===== config.mk =====
export PLATFORM = sky130hd
export DESIGN_NAME = module_display_7seg
export DESIGN_NICKNAME = d
export VERILOG_FILES = /design/src/rtl/pkg_global.sv /design/src/rtl/module_hex_to_7seg.sv /design/src/rtl/module_display_7seg.sv
export SDC_FILE = /design/constraint.sdc
export NUM_CORES = 1
export LEC_CHECK = 0
export CORE_AREA = 4 4 80 82
export CTS_CLUSTER_SIZE = 20
export DETAILED_ROUTE_END_ITERATION = 12
export DIE_AREA = 0 0 84 86
export GPL_TIMING_DRIVEN = 0
export PLACE_DENSITY = 0.82
export SLEW_MARGIN = 0
export SYNTH_ARGS = -nofsm -noshare
export SYNTH_HDL_FRONTEND = slang
export SYNTH_SLANG_ARGS = --single-unit
export TNS_END_PERCENT = 20

===== constraint.sdc =====
create_clock -name clk_i -period 4.3 [get_ports clk_i]
set_input_delay 0.43 -clock clk_i [delete_from_list [all_inputs] [get_ports clk_i]]
set_output_delay 0.43 -clock clk_i [all_outputs]
set_load 0.03 [all_outputs]

===== src/rtl/pkg_global.sv =====
// Shared display types: active-low 7-segment code type, blank code and hex decode table.
package pkg_global;

  typedef logic [6:0] seg7_t;

  localparam seg7_t SEG_BLANK = 7'h7F;

  // Segment order {g,f,e,d,c,b,a}, active-low, nibble values 0..F.
  localparam seg7_t SEG_HEX [16] = '{
    7'h40, 7'h79, 7'h24, 7'h30, 7'h19, 7'h12, 7'h02, 7'h78,
    7'h00, 7'h10, 7'h08, 7'h03, 7'h46, 7'h21, 7'h06, 7'h0E
  };

endpackage


===== src/rtl/module_hex_to_7seg.sv =====
// Combinational nibble to active-low 7-segment code lookup.
module module_hex_to_7seg
  import pkg_global::*;
(
  input  logic [3:0] nibble_i,
  output seg7_t      seg_o
);

  assign seg_o = SEG_HEX[nibble_i];

endmodule


===== src/rtl/module_display_7seg.sv =====
// Scans a 32-bit word as 8 hex digits onto a common-anode 7-segment display,
// latching the word only at frame boundaries so a frame is never torn.
module module_display_7seg
  import pkg_global::*;
#(
  parameter int TICK_DIV   = 100_000,
  parameter int NUM_DIGITS = 8,
  parameter int DP_POS     = 4
) (
  input  logic        clk_i,
  input  logic        rst_i,
  input  logic [31:0] data_i,
  input  logic        hold_i,
  input  logic        blank_lz_i,
  output logic [7:0]  an_o,
  output logic [6:0]  seg_o,
  output logic        dp_o,
  output logic        frame_o
);

  localparam int CW = (TICK_DIV > 2) ? $clog2(TICK_DIV) : 1;
  localparam logic [CW-1:0] TICK_MAX   = CW'(TICK_DIV - 1);
  localparam logic [2:0]    LAST_DIGIT = 3'(NUM_DIGITS - 1);

  logic [CW-1:0] tick_cnt_q, tick_cnt_d;
  logic [2:0]    digit_idx_q, digit_idx_d;
  logic [31:0]   snapshot_q, snapshot_d;
  logic [7:0]    an_q, an_d;
  seg7_t         seg_q, seg_d;
  logic          dp_q, dp_d;
  logic          frame_q, frame_d;

  logic          tick;
  logic          boundary;
  logic [3:0]    cur_nibble;
  seg7_t         hex_seg;
  logic [7:0]    nib_zero;
  logic [7:0]    upper_zero;
  logic          blank_digit;

  assign tick       = (tick_cnt_q == TICK_MAX);
  assign boundary   = tick && (digit_idx_q == LAST_DIGIT);
  assign cur_nibble = snapshot_q[{digit_idx_q, 2'b00} +: 4];

  module_hex_to_7seg u_hex (
    .nibble_i (cur_nibble),
    .seg_o    (hex_seg)
  );

  // upper_zero[k] is set when nibbles k..7 of the snapshot are all zero.
  always_comb begin
    nib_zero   = '0;
    upper_zero = '0;
    for (int k = 0; k < 8; k++) begin
      nib_zero[k] = (snapshot_q[4*k +: 4] == 4'h0);
    end
    upper_zero[7] = nib_zero[7];
    for (int k = 6; k >= 0; k--) begin
      upper_zero[k] = nib_zero[k] & upper_zero[k+1];
    end
  end

  assign blank_digit = blank_lz_i && (digit_idx_q != 3'd0) && upper_zero[digit_idx_q];

  always_comb begin
    tick_cnt_d  = tick ? '0 : tick_cnt_q + CW'(1);
    digit_idx_d = digit_idx_q;
    if (tick) begin
      digit_idx_d = (digit_idx_q == LAST_DIGIT) ? 3'd0 : digit_idx_q + 3'd1;
    end
    snapshot_d = snapshot_q;
    frame_d    = 1'b0;
    if (boundary && !hold_i) begin
      snapshot_d = data_i;
      frame_d    = 1'b1;
    end
    an_d  = ~(8'b1 << digit_idx_q);
    seg_d = blank_digit ? SEG_BLANK : hex_seg;
    dp_d  = !(int'(digit_idx_q) == DP_POS);
  end

  always_ff @(posedge clk_i) begin
    if (rst_i) begin
      tick_cnt_q  <= '0;
      digit_idx_q <= 3'd0;
      snapshot_q  <= 32'h0;
      an_q        <= 8'hFF;
      seg_q       <= SEG_BLANK;
      dp_q        <= 1'b1;
      frame_q     <= 1'b0;
    end else begin
      tick_cnt_q  <= tick_cnt_d;
      digit_idx_q <= digit_idx_d;
      snapshot_q  <= snapshot_d;
      an_q        <= an_d;
      seg_q       <= seg_d;
      dp_q        <= dp_d;
      frame_q     <= frame_d;
    end
  end

  assign an_o    = an_q;
  assign seg_o   = seg_q;
  assign dp_o    = dp_q;
  assign frame_o = frame_q;

endmodule

==> results.ini, run 1 <==
[status]
outcome=completed

[pwr]
switching_share_pct=20.1
seqPwrFrac_pct=51.6
combPwrFrac_pct=5.3
total_leakage_power_uw=0.00174
ir_drop_mv=0.238
clock_power_share_pct=43.1
p_sw_uw=249
p_int_uw=987
total_power_uw=1240
power.density_nw_per_um2=315

[grt]
grt-ovfl-total=0
grt_pass1_wl_mm=11.1
grt_max_degree=11
antenna_found_initial=0
grt_use_total_pct=19.3
grt_pass1_vias=2426

[setup_path]
reg2reg_depth=8
worstSetupEndpointType=register
worstSetupStartpointType=register
cp.arrival_ps=2950
path_class=register to register
cp_max_fo=10
cp.required_ps=4480

[floorplan]
num_rows=28
core_area_sq_um=5750
die_w_um=84
dieHeight_um=86
ioPinCount=53
die_area_sq_um=7220
start_util_pct=54.3

[finish]
antennaDiodeCount=0
fillers=478
final_nets=423
area_growth_pct=25.9
design_area_sq_um=3930
layout-drive-gt1-share_pct=7.41

[synth]
synthFlopType=dfxtp_1
async_reset_ff_share_pct=0
synthCells=312
synth_most_common_cell=dfxtp_1
ys_ff_latch=68
synth_warnings=0
synth.distinct_cells=44
yosys-top-cells-area=dfxtp_1 (44%), mux2i_1 (12%), nor2_1 (6.6%), ha_1 (5.2%), mux4_1 (4.2%)
syn_area_per_cell_sq_um=10.0
synthesis.nets=361
yosysTopAreaCell=dfxtp_1
synth_commonest_cells=dfxtp_1 (68), nor2_1 (55), mux2i_1 (36)
synth_top_area_share_pct=43.6
synth_seq_area_share_pct=43.6
synth-edff-count=0
syn-cell-area_sq_um=3120

[drt]
via_per_inst=5.38
initialDrtViolationCount=133
wl_mm=6.37
vias=2436
drt-pass1-iter-count=4
post-route-drc-count=0
detail_route.wl_per_cell_um=14.1
postRouteAntennaNets=0

[placed_design]
gp_congestion=0.871
placed_area_sq_um=3730
hpwl_mm=4.72
port_buffers=51

[timing]
finalCritPeriodShare_pct=64.5
finalSetupViolCount=0
rsz0062_at_grt=false
fin_tns_setup_ps=0
drv_slew=0
fmax_mhz=361
fin_skew_ps=7.90
tightest_slew_ps=619
max-slew-margin-rel_pct=58.5
hold_viol_final=0
fin_crit_ps=2770

[clocking]
numCtsBuffers=9
clk_path_buf_depth=2
clkTransAtPathRegs_ps=70
cts_resized=0
cts.sinks=68
post_cts_buffers=0
cts_hold_buf=0
cts_root_buffer=clkbuf_8
cts_max_level=3
cts_tree=yes
clk_latency_ps=340

[worst_hold_path]
holdCritPathClass=register to register
hold_path_depth=1

[flow_run]
max_cap_violations=0

==> power by group through the flow <==
stage | Sequential [uW] | Clock (uW) | Combinational [uW]
after floorplan | 659 | 0 | 14.9
after global placement | 652 | 0 | 65.1
after detailed placement | 653 | 0 | 65.6
after CTS | 638 | 544 | 65.8
after global routing | 639 | 567 | 69.9
final | 638 | 532 | 65.3
==> routing by layer <==
| metal | GRT usage, % | vias to the layer above | part of all wire (%) |
|---|---|---|---|
| li1 | - | 1229 | - |
| met1 | 24.5 | 1141 | 46 |
| met2 | 30.4 | 56 | 47 |
| met3 | 5.57 | 10 | 5.2 |
| met4 | 8.92 | 0 | 1.9 |
| met5 | 0 | - | 0 |
==> layout make-up <==
type                       instances  area (sq um)  area share, %
buffer                            14          75.1           1.91
clock buffer                      14           173           4.39
clock inverter                     1          30.0          0.764
inverter                          13          48.8           1.24
multi-input combinational        217          1640           41.7
sequential                        68          1360           34.6
tap                               75          93.8           2.39
timing repair buffer              51           510           13.0
==> flip-flops by register name, indices dropped and copies added, names as in the netlist <==
register     count
an_o             7
digit_idx_q      3
seg_o            7
tick_cnt_q      17
frame_o          1
dp_o             1
snapshot_q      32
==> path summary, 6_finish.rpt <==
| check | from | end | slack [ps] |
|---|---|---|---|
| max reg2reg | digit_idx_q[1] | seg_o[5] | 1530 |
| min reg2reg | tick_cnt_q[0] | tick_cnt_q[0] | 440 |
| max | digit_idx_q[1] | seg_o[5] | 1530 |
| min | tick_cnt_q[0] | tick_cnt_q[0] | 440 |
==> stage by stage <==
step	worst slack, ps	cells	util (%)	hold WS [ps]
after floorplan	1950	312	-	413
after global placement	1620	438	64.9	426
after detailed placement	1550	438	64.9	432
after CTS	1540	453	68.4	442
after global routing	1290	453	68.4	462
final	1530	453	68.4	440
==> cell usage in the layout (no fill, tap or decap), types with 3 or more instances in the layout <==
master / netlist / final
dfxtp_1: 68 / 68
nor2_1: 55 / 55
clkdlybuf4s50_1: 0 / 51
mux2i_1: 36 / 36
nand2_1: 15 / 15
ha_1: 13 / 13
inv_1: 12 / 12
clkbuf_8: 0 / 12
clkbuf_1: 8 / 10
o21ai_0: 7 / 7
xor2_1: 7 / 7
nor4_1: 6 / 6
nand3_1: 6 / 6
xnor2_1: 6 / 6
mux4_1: 5 / 5
nand2b_1: 5 / 5
o211ai_1: 5 / 5
a21oi_1: 5 / 5
nand4_1: 5 / 5
and3_1: 4 / 4
nor3_1: 4 / 4
mux4_2: 3 / 3
or3_1: 3 / 3
buf_2: 3 / 3
==> logic make-up (layout without fill, tap and decap cells) <==
family	count (synthesis)	after routing	synth area share, %
and+or+nand+nor	116	116	18.1
buffers and inverters	27	93	3.97
xor gates and xnor gates	13	13	3.65
adders and majority gates	13	13	5.21
AOI/OAI and AO/OA	26	26	5.17
muxes	49	49	20.3
DFF	68	68	43.6
==> worst max-delay path: stages (launching register included) <==
cell	delay (ps)
dfxtp_1	490
clkbuf_1	410
mux4_2	390
mux2i_1	440
inv_1	170
ha_1	280
mux2_4	270
nand2_1	70
o211ai_1	80
Note: power is estimated with default switching activity, not from simulation.
==> run 2, diff against run 1 <==
--- a/config.mk
+++ b/config.mk
@@ -5,12 +5,12 @@
 export SDC_FILE = /design/constraint.sdc
 export NUM_CORES = 1
 export LEC_CHECK = 0
-export CORE_AREA = 4 4 80 82
+export CORE_AREA = 4 4 82 84
 export CTS_CLUSTER_SIZE = 20
 export DETAILED_ROUTE_END_ITERATION = 12
-export DIE_AREA = 0 0 84 86
+export DIE_AREA = 0 0 86 88
 export GPL_TIMING_DRIVEN = 0
-export PLACE_DENSITY = 0.82
+export PLACE_DENSITY = 0.78
 export SLEW_MARGIN = 0
 export SYNTH_ARGS = -nofsm -noshare
 export SYNTH_HDL_FRONTEND = slang
==> constraint.sdc (replaced) <==
create_clock -name clk_i -period 2.65 [get_ports clk_i]
set_input_delay 0.265 -clock clk_i [delete_from_list [all_inputs] [get_ports clk_i]]
set_output_delay 0.265 -clock clk_i [all_outputs]
set_load 0.03 [all_outputs]
==> results.ini, run 2 (synthesis results as in run 1) <==
[floorplan]
ioPinCount=53  ; unchanged
die_area_sq_um=7570  ; +4.8%
num_rows=28  ; unchanged
start_util_pct=52.7  ; -1.6 points
dieHeight_um=88  ; +2.3%
die_w_um=86  ; +2.4%
core_area_sq_um=5920  ; +3.0%

[timing]
finalCritPeriodShare_pct=93.0  ; +28 points
finalHoldWorstSlack_ps=358  ; -81.4 ps
rsz0062_at_grt=false
drv_slew=0  ; unchanged
max-slew-margin-rel_pct=53.8  ; -4.7 points
fin_crit_ps=2460  ; -310 ps
tightest_slew_ps=689  ; +70.2 ps
fmax_mhz=406  ; +13%
finalSetupViolCount=0  ; unchanged
hold_viol_final=0  ; unchanged
fin_skew_ps=6.96  ; -0.940 ps

[clocking]
cts_tree=yes
cts_root_buffer=clkbuf_8
cts.sinks=68  ; unchanged
clk_path_buf_depth=2  ; unchanged
clk_latency_ps=340  ; about the same
cts_hold_buf=0  ; unchanged
numCtsBuffers=9  ; unchanged
clkTransAtPathRegs_ps=70  ; about the same
cts_max_level=3  ; unchanged

[setup_path]
r2r_slack_ps=190  ; -1340 ps
r2r_start=digit_idx_q[1]
worstSetupEndpointType=register
r2r_end=seg_o[5]
reg2reg_depth=8  ; unchanged
cp.required_ps=2830  ; -1650 ps
cp_max_fo=10  ; unchanged
worstSetupStartpointType=register
cp.arrival_ps=2640  ; -310 ps
path_class=register to register

[drt]
met3_length_um=386  ; +16%
via_per_inst=5.45  ; +1.3%
vias=2467  ; +1.3%
detail_route.wl_per_cell_um=15.1  ; +7.3%
post-route-drc-count=0  ; unchanged
dr.max_layer_used=met4
drt-met1-wl_mm=3.02  ; +3.2%
drt-pass1-iter-count=4  ; unchanged
initialDrtViolationCount=160  ; +20%
met2_length_mm=3.34  ; +12%
postRouteAntennaNets=0  ; unchanged
wl_mm=6.84  ; +7.3%

[pwr]
power.density_nw_per_um2=494  ; +57%
p_int_uw=1530  ; +55%
switching_share_pct=21.1  ; +1.0 points
clock_power_share_pct=41.1  ; -2.0 points
seqPwrFrac_pct=53.4  ; +1.8 points
combPwrFrac_pct=5.5  ; +0.2 points
ir_drop_mv=0.364  ; +53%
p_sw_uw=410  ; +65%
total_leakage_power_uw=0.00174  ; -0.31%

[finish]
top_register=snapshot_q
area_growth_pct=25.9  ; unchanged
antennaDiodeCount=0  ; unchanged
final_nets=423  ; unchanged
final_core_util_pct=66.4  ; -2.0 points
top_regs=snapshot_q x32, tick_cnt_q x17
largest_register_ffs=32  ; unchanged
final_common_cell=dfxtp_1
fin_cells=453  ; unchanged
mostFrequentLayoutCells=dfxtp_1 (67), nor2_1 (55), clkdlybuf4s50_1 (51)
layout-drive-gt1-share_pct=8.47  ; +1.1 points
design_area_sq_um=3930  ; unchanged

[worst_hold_path]
holdCritPathClass=input port to register
min_from=rst_i
holdPathEnd=an_o[3]
hold_path_depth=2  ; +1

[placed_design]
port_buffers=51  ; unchanged
dp.cells=438  ; unchanged
hpwl_mm=4.99  ; +5.6%
placed_area_sq_um=3730  ; unchanged
gp_congestion=0.851  ; -2.3%

[grt]
grt-ovfl-total=0  ; unchanged
grt_use_total_pct=19.7  ; +0.43 points
grt_pass1_wl_mm=11.6  ; +4.5%
grt_pass1_vias=2406  ; -0.82%
antenna_found_initial=0  ; unchanged
grt_max_degree=11  ; unchanged

[flow_run]
max_cap_violations=0  ; unchanged

[status]
outcome=completed

## run 2: final cells by class
cell class,instances,area [sq um]
clock inverter,1,5.00
inverter,13,48.8
fill,481,1990
tap,75,93.8
sequential,68,1360
buffer,14,76.3
timing repair buffer,51,510
multi-input combinational,217,1650
clock buffer,14,183
## run 2: layer usage
metal	track usage [%]	up-vias
li1	-	1220
met1	24.7	1171
met2	32.7	67
met3	3.76	9
met4	9.35	0
met5	0	-
## run 2: worst max-delay path by stage
stage                   startpoint  endpoint  slack [ps]  cells after the start
finish              digit_idx_q[1]  seg_o[5]         190                      8
global route        digit_idx_q[1]  seg_o[5]         100                      8
CTS                 digit_idx_q[0]  seg_o[5]          20                      8
detailed placement  digit_idx_q[1]  seg_o[5]        -110                      8
global placement    digit_idx_q[1]  seg_o[5]         -50                      8
floorplan           digit_idx_q[0]  seg_o[5]         300                      8
## run 2: power by group through the flow
stage / Combinational, uW / Clock [uW] / Sequential [uW]
floorplan: 24.2 / 0 / 1070
global placement: 106 / 0 / 1060
detailed placement: 107 / 0 / 1060
CTS: 108 / 814 / 1040
global route: 114 / 870 / 1040
finish: 106 / 798 / 1040
## run 2: worst max-delay path: stages (launching register included)
cell and delay [ps]:
dfxtp_1 500, clkbuf_2 300, mux4_2 380, mux2i_4 260, inv_1 120, ha_1 270
mux2_4 280, nand2_1 80, o211ai_1 100
## run 2: metrics by stage
step,power (uW),worst slack (ps),setup TNS (ps)
after floorplan,1090,301,0
after global placement,1160,-51.3,-51.3
after detailed placement,1170,-113,-113
after CTS,1960,24.8,0
after global routing,2020,100,0
final,1940,187,0
## run 2: what timing repair did
action | in CTS | in global routing
buffers inserted | 0 | 0
endpoints found under the hold margin | 0 | 0
gates resized for setup | 2 | 2
setup endpoints to repair | 1 | 2
